`src/rtl/ram_bist_pkg.sv`:
```
// ram_bist_pkg: FSM states and pattern function for ram_bist_ctrl; BIST_INVERT_PASS_EN adds the inverted-pass states
package ram_bist_pkg;
  typedef enum logic [2:0] {
    S_IDLE,
    S_WRITE,
    S_READ,
    S_DONE
`ifdef BIST_INVERT_PASS_EN
    , S_WRITE_INV,
    S_READ_INV
`endif
  } state_t;
  function automatic logic [31:0] pat(input logic [31:0] seed, input logic [31:0] addr,
                                      input logic [31:0] step, input logic invert);
    logic [31:0] p;
    p = seed + addr * step;
    return invert ? ~p : p;
  endfunction
endpackage

```
`src/rtl/ram_bist_cmp.sv`:
```
// ram_bist_cmp: read-data comparator with saturating error counter and first-fail address capture
module ram_bist_cmp import ram_bist_pkg::*; #(
  parameter int ADDR_SIZE = 4,
  parameter int DATA_SIZE = 8
) (
  input  logic                 i_clk,
  input  logic                 i_reset,
  input  logic                 i_clear,
  input  logic                 i_en,
  input  logic [ADDR_SIZE-1:0] i_addr,
  input  logic [DATA_SIZE-1:0] i_rd_data,
  input  logic [DATA_SIZE-1:0] i_exp,
  output logic                 o_mismatch,
  output logic [ADDR_SIZE+1:0] o_err_count,
  output logic [ADDR_SIZE-1:0] o_fail_addr
);
  assign o_mismatch = i_en && (i_rd_data != i_exp);
  // count mismatches (saturating) and latch the address of the first one
  always_ff @(posedge i_clk) begin
    if (!i_reset || i_clear) begin
      o_err_count <= '0;
      o_fail_addr <= '0;
    end else if (o_mismatch) begin
      o_err_count <= (&o_err_count) ? o_err_count : o_err_count + 1'b1;
      if (o_err_count == '0) o_fail_addr <= i_addr;
    end
  end
endmodule

```
`src/rtl/ram_bist_ctrl.sv`:
```
// ram_bist_ctrl: RAM BIST FSM and address counter; define BIST_INVERT_PASS_EN to add an inverted-pattern write/read pass
module ram_bist_ctrl import ram_bist_pkg::*; #(
  parameter int ADDR_SIZE = 4,
  parameter int DATA_SIZE = 8,
  parameter int PAT_STEP  = 37
) (
  input  logic                 i_clk,
  input  logic                 i_reset,
  input  logic                 i_start,
  input  logic                 i_abort,
  input  logic [DATA_SIZE-1:0] i_seed,
  output logic                 o_busy,
  output logic                 o_done,
  output logic                 o_pass,
  output logic [ADDR_SIZE+1:0] o_err_count,
  output logic [ADDR_SIZE-1:0] o_fail_addr,
  output logic                 o_ram_wr_en,
  output logic [ADDR_SIZE-1:0] o_ram_wr_addr,
  output logic [DATA_SIZE-1:0] o_ram_wr_data,
  output logic                 o_ram_rd_en,
  output logic [ADDR_SIZE-1:0] o_ram_rd_addr,
  input  logic [DATA_SIZE-1:0] i_ram_rd_data
);
  state_t               r_state, w_state_next;
  logic [ADDR_SIZE-1:0] r_addr;
  logic [DATA_SIZE-1:0] r_seed, w_pat;
  logic [ADDR_SIZE+1:0] w_err_count;
  logic                 r_pass, w_last, w_start_ok, w_wr_phase, w_rd_phase, w_inv, w_mismatch;
  assign w_last     = &r_addr;
  assign w_start_ok = (r_state == S_IDLE) && i_start && !i_abort;
`ifdef BIST_INVERT_PASS_EN
  assign w_wr_phase = (r_state == S_WRITE) || (r_state == S_WRITE_INV);
  assign w_rd_phase = (r_state == S_READ) || (r_state == S_READ_INV);
  assign w_inv      = (r_state == S_WRITE_INV) || (r_state == S_READ_INV);
`else
  assign w_wr_phase = r_state == S_WRITE;
  assign w_rd_phase = r_state == S_READ;
  assign w_inv      = 1'b0;
`endif
  assign w_pat       = DATA_SIZE'(pat(32'(r_seed), 32'(r_addr), 32'(PAT_STEP), w_inv));
  assign o_pass      = r_pass;
  assign o_err_count = w_err_count;
  // state register
  always_ff @(posedge i_clk) begin
    r_state <= !i_reset ? S_IDLE : w_state_next;
  end
  // next-state logic and RAM/status outputs; abort overrides every transition
  always_comb begin
    w_state_next  = r_state;
    o_busy        = w_wr_phase || w_rd_phase;
    o_done        = r_state == S_DONE;
    o_ram_wr_en   = w_wr_phase;
    o_ram_wr_addr = w_wr_phase ? r_addr : '0;
    o_ram_wr_data = w_wr_phase ? w_pat : '0;
    o_ram_rd_en   = w_rd_phase;
    o_ram_rd_addr = w_rd_phase ? r_addr : '0;
    case (r_state)
      S_IDLE:      w_state_next = i_start ? S_WRITE : S_IDLE;
      S_WRITE:     w_state_next = w_last ? S_READ : S_WRITE;
`ifdef BIST_INVERT_PASS_EN
      S_READ:      w_state_next = w_last ? S_WRITE_INV : S_READ;
      S_WRITE_INV: w_state_next = w_last ? S_READ_INV : S_WRITE_INV;
      S_READ_INV:  w_state_next = w_last ? S_DONE : S_READ_INV;
`else
      S_READ:      w_state_next = w_last ? S_DONE : S_READ;
`endif
      default:     w_state_next = S_IDLE;
    endcase
    if (i_abort) w_state_next = S_IDLE;
  end
  // address counter: cleared on start/abort, steps every write/read cycle and wraps between passes
  always_ff @(posedge i_clk) begin
    if (!i_reset || w_start_ok || i_abort) r_addr <= '0;
    else if (w_wr_phase || w_rd_phase) r_addr <= r_addr + 1'b1;
  end
  // seed captured when a start is accepted
  always_ff @(posedge i_clk) begin
    if (!i_reset) r_seed <= '0;
    else if (w_start_ok) r_seed <= i_seed;
  end
  // pass verdict formed on entry to DONE, folding in the final compare
  always_ff @(posedge i_clk) begin
    if (!i_reset || w_start_ok || i_abort) r_pass <= 1'b0;
    else if (w_state_next == S_DONE) r_pass <= (w_err_count == '0) && !w_mismatch;
  end
  ram_bist_cmp #(.ADDR_SIZE(ADDR_SIZE), .DATA_SIZE(DATA_SIZE)) u_cmp (
    .i_clk       (i_clk),
    .i_reset     (i_reset),
    .i_clear     (w_start_ok),
    .i_en        (w_rd_phase && !i_abort),
    .i_addr      (r_addr),
    .i_rd_data   (i_ram_rd_data),
    .i_exp       (w_pat),
    .o_mismatch  (w_mismatch),
    .o_err_count (w_err_count),
    .o_fail_addr (o_fail_addr)
  );
endmodule

```
`config.mk`:
```
export PLATFORM = sky130hd
export DESIGN_NAME = ram_bist_ctrl
export DESIGN_NICKNAME = d
export VERILOG_FILES = /design/src/rtl/ram_bist_pkg.sv /design/src/rtl/ram_bist_cmp.sv /design/src/rtl/ram_bist_ctrl.sv
export SDC_FILE = /design/constraint.sdc
export NUM_CORES = 1
export LEC_CHECK = 0
export CAP_MARGIN = 5
export CORE_MARGIN = 2
export CORE_UTILIZATION = 47
export CTS_CLUSTER_SIZE = 10
export DETAILED_ROUTE_END_ITERATION = 16
export GPL_ROUTABILITY_DRIVEN = 0
export HOLD_SLACK_MARGIN = 0.15
export PLACE_DENSITY = 0.79
export REMOVE_ABC_BUFFERS = 1
export SLEW_MARGIN = 10
export SYNTH_ARGS = -nofsm -noshare
export SYNTH_HDL_FRONTEND = slang
export SYNTH_SLANG_ARGS = --single-unit
```
`constraint.sdc`:
```
create_clock -name i_clk -period 5.44 [get_ports i_clk]
set_clock_uncertainty 0.2 [all_clocks]
set_input_delay 1.088 -clock i_clk [delete_from_list [all_inputs] [get_ports i_clk]]
set_output_delay 1.088 -clock i_clk [all_outputs]
set_load 0.1 [all_outputs]
```
==> out/summary.md, run 1 <==
## Global route
• first-pass GRT wire length: 6640 um
• total grt overflow: 0
• antenna violations before repair: 0
• number of global-route vias before repair: 1444
• overall global routing resource usage: 19.8%
• pin count of the biggest net entering global routing: 16

## Clock network
• Reg clk slew, reported paths: 100 ps
• H-tree levels: 1
• number of buffers created by CTS: 3
• total number of clock tree sinks: 25
• setup fix buffers added after clock tree synthesis: 0
• CTS tree: done
• Longest Clk Path Bufs: 2
• Clock Latency Late Sink: 280 ps
• number of gates given a new drive strength after cts: 0
• Clk Tree Root Cell: sky130_fd_sc_hd__clkbuf_8
• post-cts hold buffer count: 0

## STA
• RSZ-0062 raised after global routing: no
• transition at the pin with the smallest max-transition slack: 984 ps
• crit path time final: 4540 ps
• max-slew violation total from the final report: 0
• final number of setup-violating endpoints: 0
• total negative slack: 0 ps
• final critical-path share of the clock period: 83.4%
• final hold violation count: 0
• max frequency: 220 MHz
• setup slack after layout: 901 ps
• worst slew margin relative to its limit: 34.2%

## Setup path
• largest fanout on the critical path: 9
• CP arrival: 3250 ps
• critical path launch point type: flop
• crit path capture type: primary output
• required time reported for the critical path endpoint: 4150 ps
• Crit Path Class: reg -> out

## Power and ir drop
• static leakage power: 0.000973 uW
• Peak VDD IR: 112 uV
• cell area power density: 158 nW/um2

## Final layout
• filler cell count in the final layout: 314
• layout-stage area growth over the synthesis result: 32.6%
• layout cell share with drive strength beyond 1: 5.56%
• Total Nets Final: 298
• Antenna diodes: 0

## Yosys
• Post-synth EDFFs: 0
• list of most frequent post-synthesis cells: 25 x sky130_fd_sc_hd__dfxtp_1, 23 x sky130_fd_sc_hd__nand2_1, 21 x sky130_fd_sc_hd__ha_1
• count of distinct cell types in the synthesized netlist: 37
• predominant post-synthesis flop cell: sky130_fd_sc_hd__dfxtp_1
• sequential cell area fraction in the yosys report: 28.6%
• cell type with the largest total area after synthesis: sky130_fd_sc_hd__dfxtp_1
• register bit count reported by yosys: 25
• main area contributors after synthesis: sky130_fd_sc_hd__dfxtp_1 29%, sky130_fd_sc_hd__ha_1 15%, sky130_fd_sc_hd__and2_1 5.4%
• Post-Synthesis Cells: 205
• post-synthesis cell area: 1750 um2
• count of yosys warnings during synthesis: 0
• library cell with the highest instance count after synthesis: sky130_fd_sc_hd__dfxtp_1
• syn avg cell area: 8.53 um2
• async set or reset register ratio after synthesis: 0%
• top cell type's share of synthesized area: 28.6%

## Routing
• number of remaining DRC errors: 0
• Initial DRT Pass Iterations: 4
• number of DRC markers after the initial detailed-route iteration: 66
• ratio of routed vias to standard cells: 5.19
• total detailed-routing wirelength: 3830 um
• wire length per cell: 12.8 um
• number of routed nets with antenna violations: 0
• routed vias: 1556

## Floorplanning
• DIE AREA: 4230 um2
• starting density of the core: 48.5%
• number of top-level design ports: 51
• vertical extent of the die: 65.0 um
• width of the chip: 65.0 um
• Row Count: 22
• core area: 3610 um2

## Placed design
• count of input and output buffers: 50
• placed wire-length estimate after detailed placement: 2950 um
• worst setup timing slack at the placement stage: 1130 ps

## Hold path
• path class of the lowest-slack min-delay path: reg -> reg

## Flow run
• max-cap violation count: 0

## Run status
• outcome: complete, no violations

[state kept, by name, summed over array words and instances, names as in the netlist]
| signal | count |
|---|---|
| u_cmp.o_fail_addr | 4 |
| u_cmp.o_err_count | 6 |
| r_seed | 8 |
| o_pass | 1 |
| r_state | 2 |
| r_addr | 4 |
[worst max-delay path, stage by stage, from the launching register on]
cell	delay (ps)
sky130_fd_sc_hd__dfxtp_1	550
sky130_fd_sc_hd__ha_1	310
sky130_fd_sc_hd__ha_1	300
sky130_fd_sc_hd__inv_1	60
sky130_fd_sc_hd__fa_1	510
sky130_fd_sc_hd__nor2b_1	120
sky130_fd_sc_hd__clkdlybuf4s50_1	1130
[power breakdown]
part	internal [uW]	switching (uW)	leakage, uW
logic	28.2	34.1	0.000749
clock network	52.0	63.3	0.0000217
registers	186	3.11	0.000202
total	266	100	0.000973
[per-stage QoR]
stage,util (%),total power (uW),cells,area [um2],hold WS (ps)
after floorplan,-,231,198,1720,240
after global placement,63.0,255,296,2270,248
after detailed placement,63.0,256,296,2270,252
after CTS,64.3,368,300,2320,264
after global routing,64.3,382,300,2320,278
final,64.3,367,300,2320,262
[cell type report]
| class | count | area, um2 | area share (%) |
|---|---|---|---|
| clock buffer | 3 | 41.3 | 1.78 |
| clock inverter | 1 | 7.51 | 0.324 |
| inverter | 11 | 41.3 | 1.78 |
| multi-input combinational | 162 | 1180 | 50.9 |
| sequential | 25 | 500 | 21.6 |
| tap | 48 | 60.1 | 2.59 |
| timing repair buffer | 50 | 488 | 21.0 |
[layer usage]
layer,vias to the layer above,share of wire [%],GRT usage [%],routed length [um]
met5,-,0,0,0
met4,0,0.71,4.79,27
met3,2,5.5,3.13,209
met2,36,43,31.4,1660
met1,715,50,27.9,1930
li1,803,-,-,-
[final timing paths]
check	startpoint	end	slack [ps]	cells past startpoint
worst min-delay path	r_seed[0]	r_seed[0]	260	2
worst min register to register	r_seed[0]	r_seed[0]	260	2
worst max-delay path	r_addr[2]	o_ram_wr_data[2]	900	6
worst max register to register	r_addr[1]	o_pass	1130	11
[cell families after synthesis]
kind of cell	count (synthesis)	share of synthesized area [%]
xor+xnor	17	9.30
fa+ha+maj	25	19.6
compound gates	41	14.5
flops	25	28.6
buf+inv	18	3.86
simple gates	76	22.4
mux	3	1.72
[cell usage in the layout, fill, tap and decap left out, types with 3 or more instances in the layout]
cell	count
sky130_fd_sc_hd__and2_1	15
sky130_fd_sc_hd__clkdlybuf4s50_1	45
sky130_fd_sc_hd__ha_1	21
sky130_fd_sc_hd__and3_1	3
sky130_fd_sc_hd__nor2_1	7
sky130_fd_sc_hd__mux2i_1	3
sky130_fd_sc_hd__buf_4	5
sky130_fd_sc_hd__nor2b_1	4
sky130_fd_sc_hd__xor2_1	7
sky130_fd_sc_hd__nor3_1	5
sky130_fd_sc_hd__nand2_1	23
sky130_fd_sc_hd__xnor2_1	9
sky130_fd_sc_hd__nand3_1	9
sky130_fd_sc_hd__a21oi_1	17
sky130_fd_sc_hd__clkbuf_8	3
sky130_fd_sc_hd__inv_1	11
sky130_fd_sc_hd__fa_1	4
sky130_fd_sc_hd__o21ai_0	9
sky130_fd_sc_hd__dfxtp_1	25
sky130_fd_sc_hd__nand4_1	3
Power figures use the tool's default switching activity.
==> run 2, diff against run 1 <==
--- a/config.mk
+++ b/config.mk
@@ -7,12 +7,12 @@
 export LEC_CHECK = 0
 export CAP_MARGIN = 5
 export CORE_MARGIN = 2
-export CORE_UTILIZATION = 47
+export CORE_UTILIZATION = 43
 export CTS_CLUSTER_SIZE = 10
 export DETAILED_ROUTE_END_ITERATION = 16
 export GPL_ROUTABILITY_DRIVEN = 0
 export HOLD_SLACK_MARGIN = 0.15
-export PLACE_DENSITY = 0.79
+export PLACE_DENSITY = 0.77
 export REMOVE_ABC_BUFFERS = 1
 export SLEW_MARGIN = 10
 export SYNTH_ARGS = -nofsm -noshare
==> constraint.sdc (replaced) <==
create_clock -name i_clk -period 3.9 [get_ports i_clk]
set_clock_uncertainty 0.2 [all_clocks]
set_input_delay 0.78 -clock i_clk [delete_from_list [all_inputs] [get_ports i_clk]]
set_output_delay 0.78 -clock i_clk [all_outputs]
set_load 0.1 [all_outputs]
==> run 2 against run 1 <==
Worst setup slack got worse by 850 ps. Wire length increased by 7.0%. Cell area grew 6.6%. Sequential power up 39%. Utilization decreased by 2.1 points. Die area rose by 8.7%. Combinational power grew 51%. Clock power increased by 27%. Critical path type is now reg -> reg.
==> out/summary.md, run 2 (synthesized netlist as in run 1, its figures left out) <==
## Run status
• outcome: complete, no violations, unchanged

## Hold path
• Hold Path Stages: 2, unchanged
• Worst Hold End: r_seed[2], was r_seed[0]
• launch instance of the worst min-delay path: r_seed[2], was r_seed[0]
• path class of the lowest-slack min-delay path: reg -> reg, unchanged

## Power and ir drop
• Internal: 376 uW, was 266 uW
• cell area power density: 204 nW/um2, was 158 nW/um2
• Design Power: 504 uW, was 367 uW
• clock network power share: 29.0%, was 31.4%
• static leakage power: 0.00106 uW, was 0.000973 uW
• total net switching power: 127 uW, was 100 uW
• Peak VDD IR: 162 uV, was 112 uV
• combinational cell fraction of total power: 18.7%, was 17.0%
• share of total power consumed by net switching: 25.3%, was 27.4%
• Seq pwr share: 52.3%, was 51.6%

## Setup path
• worst reg2reg setup slack: 50 ps, was 1130 ps
• Buf/Inv on CP: 0, was 2
• endpoint of the most critical register-to-register path: o_pass, unchanged
• Largest delay share family, worst path: adder cells, was buffers and inverters
• CP arrival: 3830 ps, was 3250 ps
• Slowest cell on crit path: sky130_fd_sc_hd__fa_1, was sky130_fd_sc_hd__clkdlybuf4s50_1
• crit path capture type: flop, was primary output
• series of cell instances along the critical path: ha_1, ha_1, fa_1, ha_4, nand3_1, nor2_1, a211oi_2, xnor3_1, or4_1, o21a_1, or4_4, a211oi_2, was ha_1, ha_1, inv_1, fa_1, nor2b_1, clkdlybuf4s50_1
• Crit Path Class: reg -> reg, was reg -> out
• Critical Path Start: r_addr[3], was r_addr[2]
• required time reported for the critical path endpoint: 3880 ps, was 4150 ps
• critical path launch point type: flop, unchanged
• Max stage delay on crit path: 550 ps, was 1130 ps
• Worst R2R Path Depth: 12, was 11
• largest fanout on the critical path: 4, was 9
• critical register-to-register path startpoint: r_addr[3], was r_addr[1]

## Clock network
• total number of clock tree sinks: 25, unchanged
• number of buffers created by CTS: 3, unchanged
• H-tree levels: 1, unchanged
• CTS tree: done, unchanged
• Clk Tree Root Cell: sky130_fd_sc_hd__clkbuf_8, unchanged
• Reg clk slew, reported paths: 80 ps, was 100 ps
• Longest Clk Path Bufs: 2, unchanged
• Clock Latency Late Sink: 260 ps, was 280 ps

## STA
• final hold violation count: 0, unchanged
• total negative slack: 0 ps, unchanged
• final critical-path share of the clock period: 98.8%
• final number of setup-violating endpoints: 0, unchanged
• transition at the pin with the smallest max-transition slack: 967 ps, was 984 ps
• max frequency: 260 MHz
• RSZ-0062 raised after global routing: yes, was no
• crit path time final: 3850 ps
• worst slew margin relative to its limit: 35.3%, was 34.2%
• setup slack after layout: 48.3 ps, was 901 ps
• max-slew violation total from the final report: 0, unchanged

## Final layout
• most common cell after layout, fill and taps aside: sky130_fd_sc_hd__clkdlybuf4s50_1, unchanged
• non-filler cells, final: 311, was 300
• filler cell count in the final layout: 361, was 314
• layout cell share with drive strength beyond 1: 15.3%, was 5.56%
• registers with the most flip-flops: r_seed: 8 flops, u_cmp.o_err_count: 6 flops, unchanged
• Antenna diodes: 0, unchanged
• post-route design area: 2470 um2, was 2320 um2
• commonest non-fill, non-tap cells in the layout: 31 x sky130_fd_sc_hd__clkdlybuf4s50_1, 25 x sky130_fd_sc_hd__dfxtp_1, 23 x sky130_fd_sc_hd__nand2_1, was 45 x sky130_fd_sc_hd__clkdlybuf4s50_1, 25 x sky130_fd_sc_hd__dfxtp_1, 23 x sky130_fd_sc_hd__nand2_1
• Largest Register: r_seed, unchanged
• max reg flops: 8, unchanged
• Total Nets Final: 307, was 298
• layout-stage area growth over the synthesis result: 41.3%, was 32.6%

## Routing
• number of remaining DRC errors: 0, unchanged
• routed vias: 1567, was 1556
• wire length per cell: 13.2 um, was 12.8 um
• Initial DRT Pass Iterations: 4, unchanged
• ratio of routed vias to standard cells: 5.04, was 5.19
• number of routed nets with antenna violations: 0, unchanged
• number of DRC markers after the initial detailed-route iteration: 77, was 66
• total detailed-routing wirelength: 4100 um, was 3830 um

## Placed design
• Post-Place Cells: 305, was 296
• placed wire-length estimate after detailed placement: 3230 um, was 2950 um
• count of input and output buffers: 50, unchanged
• area of placed instances: 2370 um2, was 2270 um2
• worst setup timing slack at the placement stage: -25.4 ps, was 1130 ps

## Global route
• first-pass GRT wire length: 6670 um, was 6640 um
• overall global routing resource usage: 18.9%, was 19.8%
• number of global-route vias before repair: 1507, was 1444
• pin count of the biggest net entering global routing: 16, unchanged
• total grt overflow: 0, unchanged
• antenna violations before repair: 0, unchanged

## Flow run
• max-cap violation count: 0, unchanged

## Floorplanning
• Row Count: 23, was 22
• width of the chip: 67.8 um, was 65.0 um
• core area: 3970 um2, was 3610 um2
• number of top-level design ports: 51, unchanged
• DIE AREA: 4590 um2, was 4230 um2
• starting density of the core: 44.0%, was 48.5%
• vertical extent of the die: 67.8 um, was 65.0 um

==> run 2: changes by cell type in the layout (fill, tap and decap cells not counted), moves of 3 or more <==
cell / delta
sky130_fd_sc_hd__buf_12: +5
sky130_fd_sc_hd__clkdlybuf4s50_1: -14
sky130_fd_sc_hd__buf_4: +17
sky130_fd_sc_hd__ha_4: +3
sky130_fd_sc_hd__ha_1: -3
==> run 2: through the flow <==
step / hold slack [ps] / utilization, %
global route: 302 / 62.3
CTS: 271 / 60.9
floorplan: 240 / -
finish: 266 / 62.3
detailed placement: 260 / 59.6
global placement: 249 / 59.6
==> run 2: layout make-up <==
type | count | area (um2) | area share (%)
inverter | 11 | 41.3 | 1.67
tap | 50 | 62.6 | 2.53
sequential | 25 | 500 | 20.2
multi-input combinational | 162 | 1220 | 49.4
timing repair buffer | 59 | 601 | 24.3
clock buffer | 4 | 45.0 | 1.82
==> run 2: worst register-to-register path, delay by kind of cell, from the launching register on <==
kind	cells	cell delay (ps)
compound gates	3	660
xor+xnor	1	240
fa+ha+maj	4	1170
flops	1	330
simple gates	4	1170
==> run 2: worst max path at each step <==
stage / depth (start not counted) / to
4_1_cts: 11 / o_pass
2_1_floorplan: 8 / o_ram_wr_data[7]
3_3_place_gp: 11 / o_pass
3_5_place_dp: 12 / o_pass
5_1_grt: 11 / o_pass
6_report: 12 / o_pass
==> run 2: power by group through the flow <==
stage / Sequential (uW) / Clock (uW) / Combinational [uW]
2_1_floorplan: 269 / 0 / 53.6
3_3_place_gp: 269 / 0 / 89.9
5_1_grt: 264 / 163 / 103
3_5_place_dp: 270 / 0 / 90.8
6_report: 263 / 146 / 94.3
4_1_cts: 263 / 149 / 91.6
==> run 2: timing repair <==
item                                    in CTS  in global routing
pin swaps                                    1                  1
hold buffers                                 0                  0
endpoints found under the setup margin       1                  2
setup buffers                                1                  1
gates resized for setup                      0                  5
==> run 2: per-layer routing <==
metal	part of all wire, %	GRT usage [%]	routed length [um]
met1	45	24.2	1830
met2	51	33.6	2110
met3	3.5	3.00	143
met4	0.51	3.75	21
met5	0	0	0
==> run 3, diff against run 2 <==
--- a/config.mk
+++ b/config.mk
@@ -7,12 +7,13 @@
 export LEC_CHECK = 0
 export CAP_MARGIN = 5
 export CORE_MARGIN = 2
-export CORE_UTILIZATION = 43
+export CORE_UTILIZATION = 47
+export CTS_BUF_LIST = sky130_fd_sc_hd__clkbuf_4 sky130_fd_sc_hd__clkbuf_8 sky130_fd_sc_hd__clkbuf_16
 export CTS_CLUSTER_SIZE = 10
 export DETAILED_ROUTE_END_ITERATION = 16
 export GPL_ROUTABILITY_DRIVEN = 0
 export HOLD_SLACK_MARGIN = 0.15
-export PLACE_DENSITY = 0.77
+export PLACE_DENSITY = 0.79
 export REMOVE_ABC_BUFFERS = 1
 export SLEW_MARGIN = 10
 export SYNTH_ARGS = -nofsm -noshare
==> constraint.sdc (replaced) <==
create_clock -name i_clk -period 4.2 [get_ports i_clk]
set_clock_uncertainty 0.2 [all_clocks]
set_input_delay 0.84 -clock i_clk [delete_from_list [all_inputs] [get_ports i_clk]]
set_output_delay 0.84 -clock i_clk [all_outputs]
set_load 0.1 [all_outputs]
==> run 3 against run 2 <==
Utilization grew 3.9 points. Critical path type unchanged. Count of clock-buffer cells in the layout shrank 1. Register-to-register slack gained 130 ps. Hold slack lost 3.4 ps. Sequential power fell by 7%. Final cell count fell by 1.9%. Power fell by 6.0%. Die area shrank 8.0%. Flip-flop and latch count is the same. Combinational power fell by 12%. Wire length decreased by 2.9%.
==> out/summary.md, run 3 (synthesized netlist as in run 1, its figures left out) <==
## Run status
• outcome: complete, no violations, unchanged

## Final layout
• Antenna diodes: 0, unchanged
• layout cell share with drive strength beyond 1: 10.9%, was 15.3%
• Total Nets Final: 303, was 307
• max reg flops: 8, unchanged
• layout-stage area growth over the synthesis result: 36.3%, was 41.3%
• most common cell after layout, fill and taps aside: sky130_fd_sc_hd__clkdlybuf4s50_1, unchanged
• final core area utilization: 66.1%, was 62.3%
• commonest non-fill, non-tap cells in the layout: 36 x sky130_fd_sc_hd__clkdlybuf4s50_1, 25 x sky130_fd_sc_hd__dfxtp_1, 23 x sky130_fd_sc_hd__nand2_1, was 31 x sky130_fd_sc_hd__clkdlybuf4s50_1, 25 x sky130_fd_sc_hd__dfxtp_1, 23 x sky130_fd_sc_hd__nand2_1
• post-route design area: 2380 um2, was 2470 um2
• Largest Register: r_seed, unchanged
• registers with the most flip-flops: r_seed: 8 flops, u_cmp.o_err_count: 6 flops, unchanged

## STA
• total negative slack: 0 ps, unchanged
• final-layout worst hold slack: 263 ps, was 266 ps
• final number of setup-violating endpoints: 0, unchanged
• RSZ-0062 raised after global routing: no, was yes
• crit path time final: 4020 ps, was 3850 ps
• transition at the pin with the smallest max-transition slack: 971 ps, was 967 ps
• max frequency: 249 MHz, was 260 MHz
• max-slew violation total from the final report: 0, unchanged
• final hold violation count: 0, unchanged
• worst slew margin relative to its limit: 35.1%, was 35.3%
• final critical-path share of the clock period: 95.6%, was 98.8%

## Clock network
• Reg clk slew, reported paths: 90 ps, was 80 ps
• H-tree levels: 1, unchanged
• Clock Latency Late Sink: 270 ps, was 260 ps
• Longest Clk Path Bufs: 2, unchanged
• setup fix buffers added after clock tree synthesis: 0, was 1
• number of gates given a new drive strength after cts: 0, unchanged
• post-cts hold buffer count: 0, unchanged
• Clk Tree Root Cell: sky130_fd_sc_hd__clkbuf_8, unchanged
• CTS tree: done, unchanged
• number of buffers created by CTS: 3, unchanged
• total number of clock tree sinks: 25, unchanged

## Routing
• ratio of routed vias to standard cells: 5.12, was 5.04
• number of routed nets with antenna violations: 0, unchanged
• routed vias: 1563, was 1567
• WL met3: 162 um, was 143 um
• number of DRC markers after the initial detailed-route iteration: 68, was 77
• total detailed-routing wirelength: 3980 um, was 4100 um
• DR WL met2: 1830 um, was 2110 um
• number of remaining DRC errors: 0, unchanged
• Initial DRT Pass Iterations: 4, unchanged
• wire length per cell: 13.0 um, was 13.2 um
• highest metal used: met4, unchanged
• met1 wire length: 1970 um, was 1830 um

## Placed design
• area of placed instances: 2340 um2, was 2370 um2
• placed wire-length estimate after detailed placement: 3160 um, was 3230 um
• count of input and output buffers: 50, unchanged

## Power and ir drop
• static leakage power: 0.00103 uW, was 0.00106 uW
• Design Power: 473 uW, was 504 uW
• cell area power density: 198 nW/um2, was 204 nW/um2
• Peak VDD IR: 183 uV, was 162 uV

## Setup path
• critical path launch point type: flop, unchanged
• Max stage delay on crit path: 550 ps, about the same
• Buf/Inv on CP: 0, unchanged
• Largest delay share family, worst path: simple AND/OR/NAND/NOR gates, was adder cells
• series of cell instances along the critical path: ha_1, fa_1, ha_1, nand3_1, nor2_1, a211oi_2, xnor3_1, or4_1, o21a_1, or4_4, a211oi_2, was ha_1, ha_1, fa_1, ha_4, nand3_1, nor2_1, a211oi_2, xnor3_1, or4_1, o21a_1, or4_4, a211oi_2
• required time reported for the critical path endpoint: 4190 ps, was 3880 ps
• CP arrival: 4010 ps, was 3830 ps
• largest fanout on the critical path: 6, was 4
• Crit Path Class: reg -> reg, unchanged
• Slowest cell on crit path: sky130_fd_sc_hd__or4_1, was sky130_fd_sc_hd__fa_1
• crit path capture type: flop, unchanged

## Flow run
• max-cap violation count: 0, unchanged

## Global route
• antenna violations before repair: 0, unchanged
• first-pass GRT wire length: 6680 um, was 6670 um
• total grt overflow: 0, unchanged
• pin count of the biggest net entering global routing: 16, unchanged
• number of global-route vias before repair: 1489, was 1507
• overall global routing resource usage: 19.9%, was 18.9%

## Floorplanning
• starting density of the core: 48.5%, was 44.0%
• number of top-level design ports: 51, unchanged
• vertical extent of the die: 65.0 um, was 67.8 um
• width of the chip: 65.0 um, was 67.8 um
• Row Count: 22, was 23
• DIE AREA: 4230 um2, was 4590 um2
• core area: 3610 um2, was 3970 um2

## Hold path
• path class of the lowest-slack min-delay path: reg -> reg, unchanged

## run 3: changes by cell type in the layout (fill, tap and decap cells not counted), sizes merged
| cell | previous run | this run |
|---|---|---|
| buf | 27 | 19 |
| clkdlybuf4s50 | 31 | 36 |
| clkbuf | 5 | 3 |
| clkinvlp | 0 | 1 |
## run 3: stage by stage
stage	setup WS [ps]	cells
global placement	313	301
detailed placement	183	301
finish	183	305
global route	30.3	305
floorplan	-370	198
CTS	169	305
## run 3: final cells by class
type                            instances  area (um2)
Tap cell                               48        60.1
Multi-Input combinational cell        162        1180
Sequential cell                        25         500
Fill cell                             326        1220
Inverter                               11        41.3
Timing Repair Buffer                   55         553
Clock buffer                            3        41.3
Clock inverter                          1        7.51
## run 3: worst min-delay path: cells and delay by family (launching register included)
kind,cells,cell delay [ps]
AO/OA/AOI/OAI,1,50
flip-flops,1,320
AND/OR/NAND/NOR,1,50
## run 3: report_power, final
part / total, uW / switching, uW / internal [uW]
registers: 245 / 3.53 / 241
clock network: 146 / 78.5 / 67.2
logic: 82.8 / 45.5 / 37.4
total: 473 / 128 / 346
## run 3: worst paths after layout
check	slack (ps)	end	startpoint	cells after the start
worst max register to register	180	o_pass	r_addr[0]	11
worst min register to register	260	r_seed[1]	r_seed[1]	2
worst max-delay path	180	o_pass	r_addr[0]	11
worst min-delay path	260	r_seed[1]	r_seed[1]	2
## run 3: routing by layer
metal / track usage, % / vias up
met5: 0 / -
met4: 6.12 / 0
met3: 3.82 / 2
met2: 31.8 / 29
met1: 27.2 / 716
li1: - / 816
